### src/rtl/spdif_frame_sequencer_if.sv
// rtl/spdif_frame_sequencer_if.sv - stereo sample pair handshake into the S/PDIF frame sequencer
interface spdif_frame_sequencer_if #(
    parameter int SAMPLE_W = 24
);
    logic [SAMPLE_W-1:0] sample_l;
    logic [SAMPLE_W-1:0] sample_r;
    logic                sample_valid;
    logic                sample_ready;
    logic                user_bit;
    logic                cs_bit;

    modport master (
        output sample_l, sample_r, sample_valid, user_bit, cs_bit,
        input  sample_ready
    );

    modport slave (
        input  sample_l, sample_r, sample_valid, user_bit, cs_bit,
        output sample_ready
    );
endinterface

### src/rtl/spdif_frame_sequencer.sv
// rtl/spdif_frame_sequencer.sv - S/PDIF subframe builder with preambles, parity and biphase-mark line
module spdif_frame_sequencer #(
    parameter int SAMPLE_W         = 24,
    parameter int FRAMES_PER_BLOCK = 192
) (
    input  logic                    clk,
    input  logic                    rst_n,
    input  logic                    enable,
    spdif_frame_sequencer_if.slave  s_if,
    output logic [7:0]              frame_idx,
    output logic                    underrun,
    output logic                    spdif_out
);
    typedef enum logic [1:0] {
        S_IDLE = 2'd0,
        S_PRE  = 2'd1,
        S_DATA = 2'd2
    } state_t;

    localparam logic [7:0] PAT_B      = 8'b11101000;
    localparam logic [7:0] PAT_M      = 8'b11100010;
    localparam logic [7:0] PAT_W      = 8'b11100100;
    localparam logic [7:0] LAST_FRAME = 8'(FRAMES_PER_BLOCK - 1);
    localparam int         PAD        = 24 - SAMPLE_W;

    state_t              r_state;
    state_t              w_state_nxt;
    logic [5:0]          r_ui;
    logic                r_sub;
    logic [7:0]          r_frame;
    logic [SAMPLE_W-1:0] r_hl;
    logic [SAMPLE_W-1:0] r_hr;
    logic                r_u;
    logic                r_c;
    logic                r_v;
    logic                r_out;
    logic                r_lvl0;

    logic                w_end_sub;
    logic                w_ready;
    logic [23:0]         w_aud;
    logic                w_par;
    logic [31:0]         w_word;
    logic                w_bit;
    logic [7:0]          w_pat;
    logic [2:0]          w_pidx;
    logic                w_lvl;
    logic                w_line_nxt;

    assign w_end_sub = (r_state == S_DATA) && (r_ui == 6'd63);
    // reset gates ready so every output reads 0 while rst_n is low
    assign w_ready   = rst_n && enable && ((r_state == S_IDLE) || (w_end_sub && r_sub));

    assign s_if.sample_ready = w_ready;
    assign underrun          = w_ready && !s_if.sample_valid;
    assign frame_idx         = r_frame;
    assign spdif_out         = r_out;

    // left-justify the sample so its MSB always lands in slot 27
    assign w_aud  = 24'(r_sub ? r_hr : r_hl) << PAD;
    assign w_par  = ^{r_c, r_u, r_v, w_aud};
    assign w_word = {w_par, r_c, r_u, r_v, w_aud, 4'b0000};
    assign w_bit  = w_word[r_ui[5:1]];

    assign w_pat  = r_sub ? PAT_W : ((r_frame == 8'd0) ? PAT_B : PAT_M);
    assign w_pidx = 3'd7 - r_ui[2:0];
    assign w_lvl  = (r_ui == 6'd0) ? r_out : r_lvl0;

    always_ff @(posedge clk or negedge rst_n) begin
        if (!rst_n) begin
            r_state <= S_IDLE;
        end else begin
            r_state <= w_state_nxt;
        end
    end

    always_comb begin
        w_state_nxt = r_state;
        w_line_nxt  = r_out;
        case (r_state)
            S_IDLE: begin
                if (enable) begin
                    w_state_nxt = S_PRE;
                end
            end
            S_PRE: begin
                w_line_nxt = w_pat[w_pidx] ^ w_lvl;
                if (r_ui == 6'd7) begin
                    w_state_nxt = S_DATA;
                end
            end
            S_DATA: begin
                // biphase mark: transition at every cell start, mid-cell only for a 1
                w_line_nxt = r_ui[0] ? (r_out ^ w_bit) : ~r_out;
                if (w_end_sub) begin
                    w_state_nxt = (r_sub && !enable) ? S_IDLE : S_PRE;
                end
            end
            default: begin
                w_state_nxt = S_IDLE;
            end
        endcase
    end

    always_ff @(posedge clk or negedge rst_n) begin
        if (!rst_n) begin
            r_ui    <= 6'd0;
            r_sub   <= 1'b0;
            r_frame <= 8'd0;
            r_hl    <= '0;
            r_hr    <= '0;
            r_u     <= 1'b0;
            r_c     <= 1'b0;
            r_v     <= 1'b0;
            r_out   <= 1'b0;
            r_lvl0  <= 1'b0;
        end else begin
            r_out <= w_line_nxt;
            if ((r_state == S_PRE) && (r_ui == 6'd0)) begin
                r_lvl0 <= r_out;
            end
            if (r_state == S_IDLE) begin
                r_ui <= 6'd0;
                if (enable) begin
                    r_sub   <= 1'b0;
                    r_frame <= 8'd0;
                end
            end else begin
                r_ui <= r_ui + 6'd1;
                if (r_ui == 6'd63) begin
                    r_sub <= ~r_sub;
                    if (r_sub) begin
                        r_frame <= (r_frame == LAST_FRAME) ? 8'd0 : r_frame + 8'd1;
                    end
                end
            end
            if (w_ready) begin
                if (s_if.sample_valid) begin
                    r_hl <= s_if.sample_l;
                    r_hr <= s_if.sample_r;
                    r_u  <= s_if.user_bit;
                    r_c  <= s_if.cs_bit;
                    r_v  <= 1'b0;
                end else begin
                    // underrun: repeat the held pair flagged invalid
                    r_u  <= 1'b0;
                    r_c  <= s_if.cs_bit;
                    r_v  <= 1'b1;
                end
            end
        end
    end
endmodule
### src/flat_wrapper.sv
// flat-port wrapper written by rule: the top's interface ports become plain ports
module spdif_frame_sequencer_flat 
#(
    parameter int SAMPLE_W         = 24,
    parameter int FRAMES_PER_BLOCK = 192
)
  (clk, rst_n, enable, frame_idx, underrun, spdif_out, s_if_sample_l, s_if_sample_r, s_if_sample_valid, s_if_user_bit, s_if_cs_bit, s_if_sample_ready);
  spdif_frame_sequencer_if #(.SAMPLE_W(SAMPLE_W)) s_if_i ();
  input  logic clk;
  input  logic rst_n;
  input  logic enable;
  output logic [7:0] frame_idx;
  output logic underrun;
  output logic spdif_out;
  input wire logic [$bits(s_if_i.sample_l)-1:0] s_if_sample_l;
  input wire logic [$bits(s_if_i.sample_r)-1:0] s_if_sample_r;
  input wire logic [$bits(s_if_i.sample_valid)-1:0] s_if_sample_valid;
  input wire logic [$bits(s_if_i.user_bit)-1:0] s_if_user_bit;
  input wire logic [$bits(s_if_i.cs_bit)-1:0] s_if_cs_bit;
  output wire logic [$bits(s_if_i.sample_ready)-1:0] s_if_sample_ready;
  assign s_if_i.sample_l = s_if_sample_l;
  assign s_if_i.sample_r = s_if_sample_r;
  assign s_if_i.sample_valid = s_if_sample_valid;
  assign s_if_i.user_bit = s_if_user_bit;
  assign s_if_i.cs_bit = s_if_cs_bit;
  assign s_if_sample_ready = s_if_i.sample_ready;
  spdif_frame_sequencer #(.SAMPLE_W(SAMPLE_W), .FRAMES_PER_BLOCK(FRAMES_PER_BLOCK)) u_core (.clk(clk), .rst_n(rst_n), .enable(enable), .s_if(s_if_i), .frame_idx(frame_idx), .underrun(underrun), .spdif_out(spdif_out));
endmodule
### config.mk
export PLATFORM = sky130hd
export DESIGN_NAME = spdif_frame_sequencer_flat
export DESIGN_NICKNAME = d
export VERILOG_FILES = /design/src/rtl/spdif_frame_sequencer_if.sv /design/src/rtl/spdif_frame_sequencer.sv /design/src/flat_wrapper.sv
export SDC_FILE = /design/constraint.sdc
export NUM_CORES = 1
export LEC_CHECK = 0
export BUFFER_PORTS_ARGS = -buffer_cell sky130_fd_sc_hd__buf_4
export CORE_MARGIN = 8
export CORE_UTILIZATION = 57
export DETAILED_ROUTE_END_ITERATION = 8
export GPL_TIMING_DRIVEN = 0
export PLACE_DENSITY = 0.8
export SLEW_MARGIN = 15
export SYNTH_ARGS = -nofsm -noshare
export SYNTH_HDL_FRONTEND = slang
export SYNTH_SLANG_ARGS = --single-unit
### constraint.sdc
create_clock -name clk -period 2.6 [get_ports clk]
set_input_delay 0.13 -clock clk [delete_from_list [all_inputs] [get_ports clk]]
set_output_delay 0.13 -clock clk [all_outputs]
set_load 0.05 [all_outputs]
==> metrics.yaml <==
outcome:
  status: "completed"
timing:
  period_needed_ns: 2.46
  setup_viol: 0
  relSlewSlack_pct: 62.7
  skew_ns: 0.0115
  hold_ws_ns: 0.00100
  max_freq_mhz: 406
  slew_violations: 0
  tightest_slew_ns: 0.556
  hold_violations: 0
  period_share_pct: 94.8
cts:
  cts_sinks: 70
  cts_tree: "yes"
  htree_levels: 3
  clk_pin_slew_ns: 0.08
  cts_buffers: 9
  clock-root-buffer: "clkbuf_8"
  clk_latency_ns: 0.36
  cts_max_path_buffers: 2
synth:
  yosysUniqueCellTypes: 49
  synth_most_common_cell: "dfrtp_1"
  yosysSeqAreaShare_pct: 42.6
  synth_common_cells: "dfrtp_1 (70), mux2_2 (59), xor2_1 (23)"
  synth_top_flop_cell: "dfrtp_1"
  synth_area_leaders: "dfrtp_1 (43%), mux2_2 (16%), xor2_1 (4.9%)"
  ys.warnings.count: 0
  ys_ff_latch: 70
  syn_area_per_cell_um2: 11.7
  syn_area_um2: 4110
  synth_top_area_cell: "dfrtp_1"
  ys_async_sr_fraction_pct: 100
  synth_edf_count: 0
  synth_top_cell_area_share_pct: 42.6
  synth_fp_nets: 414
  synth_cells: 352
route:
  vias: 3079
  drt_pass1_iterations: 4
  drt_wl_total_um: 9580
  drtAntennaViolNets: 0
  drt_drc_violations_left: 0
  post_drt_wl_per_cell_um: 17.6
  vias_per_cell: 5.67
  drtIter0Drc: 211
worst_setup_path:
  rr_startpoint: "u_core.r_ui[0]"
  worstSetupPathType: "flop to flop"
  startpoint_type: "flop"
  arrival_ns: 2.70
  critical_path.endpoint_type: "flop"
  cp_data_required_time_ns: 2.83
  crit_fanout: 10
  startpoint: "u_core.r_ui[0]"
power:
  peakVddDrop_mv: 0.870
  total_leakage_power_nw: 2.23
  power.density_nw_per_um2: 1210
die:
  die_y_um: 101
  row_count: 31
  pin_count: 65
  core_area_um2: 7100
  die_x_um: 101
  dieArea_um2: 10200
  start_util_pct: 57.9
place:
  port_buffers: 64
  dp_hpwl_um: 6850
  place_congestion: 0.856
grt:
  grt_pass1_wl_um: 16000
  grt_pass1_vias: 3246
  track_usage_pct: 20.1
  antenna_found_initial: 0
  grt.overflow.total: 0
  grt_max_degree: 72
min_path:
  worstHoldStart: "s_if_sample_r[18]"
  hp-class: "primary input to flop"
final_layout:
  nets: 502
  drive_above_1_share_pct: 38.7
  n_antenna_cell: 0
  final_util_pct: 72.0
  synthToLayoutAreaGrowth_pct: 24.3
flow_run:
  maxCapViolations: 0
cell usage in the layout (no fill, tap or decap), types with 3 or more instances in the layout:
cell type and n:
xnor2_1 16, nand2_1 20, buf_2 4, clkbuf_8 13, inv_1 11, nand3_1 8
xor2_1 23, nor2_1 22, o21ai_0 11, nor3_1 6, o22ai_1 6, mux2i_1 16
mux2_2 59, buf_4 67, a31oi_1 3, dfrtp_1 68, buf_6 6, clkbuf_1 3
mux4_2 8, a21oi_1 8, dlygate4sd3_1 10, ha_1 8
sequential cells by signal, summed over array words and instances (netlist names):
signal and cells:
u_core.r_hl 24, u_core.r_hr 24, u_core.frame_idx 8, u_core.r_ui 6, u_core.r_state 2, u_core.r_c 1, u_core.r_lvl0 1, u_core.r_sub 1
u_core.r_u 1, u_core.r_v 1, u_core.spdif_out 1
worst max-delay path: stages, from the launching register on:
cell and delay (ns):
dfrtp_2 0.45, ha_1 0.18, buf_6 0.13, nand2_1 0.09, nor3_4 0.25, a31oi_2 0.18
nor2_4 0.16, and2_1 0.19, buf_6 0.19, buf_6 0.17, mux2_2 0.34
routing by layer:
layer	wire, µm	vias to the layer above	GRT usage, %
met3	629	13	5.18
met1	3990	1543	24.9
met4	143	0	7.45
li1	-	1431	-
met5	0	-	0
met2	4810	92	32.9
report_power, final:
| group | leakage (nW) | internal [W] | switching, W | total, W |
|---|---|---|---|---|
| Combinational | 1.27 | 0.00181 | 0.00130 | 0.00312 |
| Sequential | 0.861 | 0.00156 | 0.000502 | 0.00207 |
| Clock | 0.105 | 0.000562 | 0.000423 | 0.000985 |
area by class of cell:
| class | count | area, µm² |
|---|---|---|
| inverter | 11 | 41.3 |
| sequential | 70 | 1750 |
| timing repair buffer | 77 | 623 |
| clock inverter | 5 | 83.8 |
| multi-input combinational | 254 | 2200 |
| fill | 536 | 1990 |
| tap | 99 | 124 |
| clock buffer | 10 | 138 |
| buffer | 17 | 148 |
stage by stage:
step | power (W) | instance area (µm²) | setup WS (ns) | TNS (ns) | instances
floorplan | 0.00445 | 4110 | -0.0309 | -0.0309 | 352
global placement | 0.00504 | 4720 | -0.0331 | -0.588 | 515
detailed placement | 0.00514 | 4720 | -0.0793 | -1.37 | 515
CTS | 0.00615 | 5010 | 0.0221 | 0 | 536
global route | 0.00655 | 5110 | -0.00686 | -0.0170 | 543
finish | 0.00617 | 5110 | 0.135 | 0 | 543
kinds of logic after synthesis:
family	count (synthesis)	share of synthesized area, %
DFF	70	42.6
buffers and inverters	28	4.51
muxes	85	25.0
and+or+nand+nor	76	9.14
AOI/OAI and AO/OA	44	6.88
adders and majority gates	8	2.44
xor gates and xnor gates	41	9.41
worst paths after layout:
check / end / slack (ns) / depth (start not counted)
worst max-delay path: u_core.r_hr[14] / 0.14 / 10
worst min-delay path: u_core.r_hr[18] / 0.001 / 2
worst max register to register: u_core.r_hr[14] / 0.14 / 10
worst min register to register: u_core.r_ui[0] / 0.54 / 1
max in group asynchronous: u_core.r_ui[0] / 1.81 / 3
min in group asynchronous: u_core.frame_idx[4] / 0.26 / 2
repair_timing:
action,CTS,global route
hold buffers,6,5
gates resized for setup,3,3
setup buffers,0,2
pin swaps,0,1
setup endpoints to repair,30,40
endpoints found under the hold margin,76,46
No activity file was read; power rests on OpenSTA's default activity.
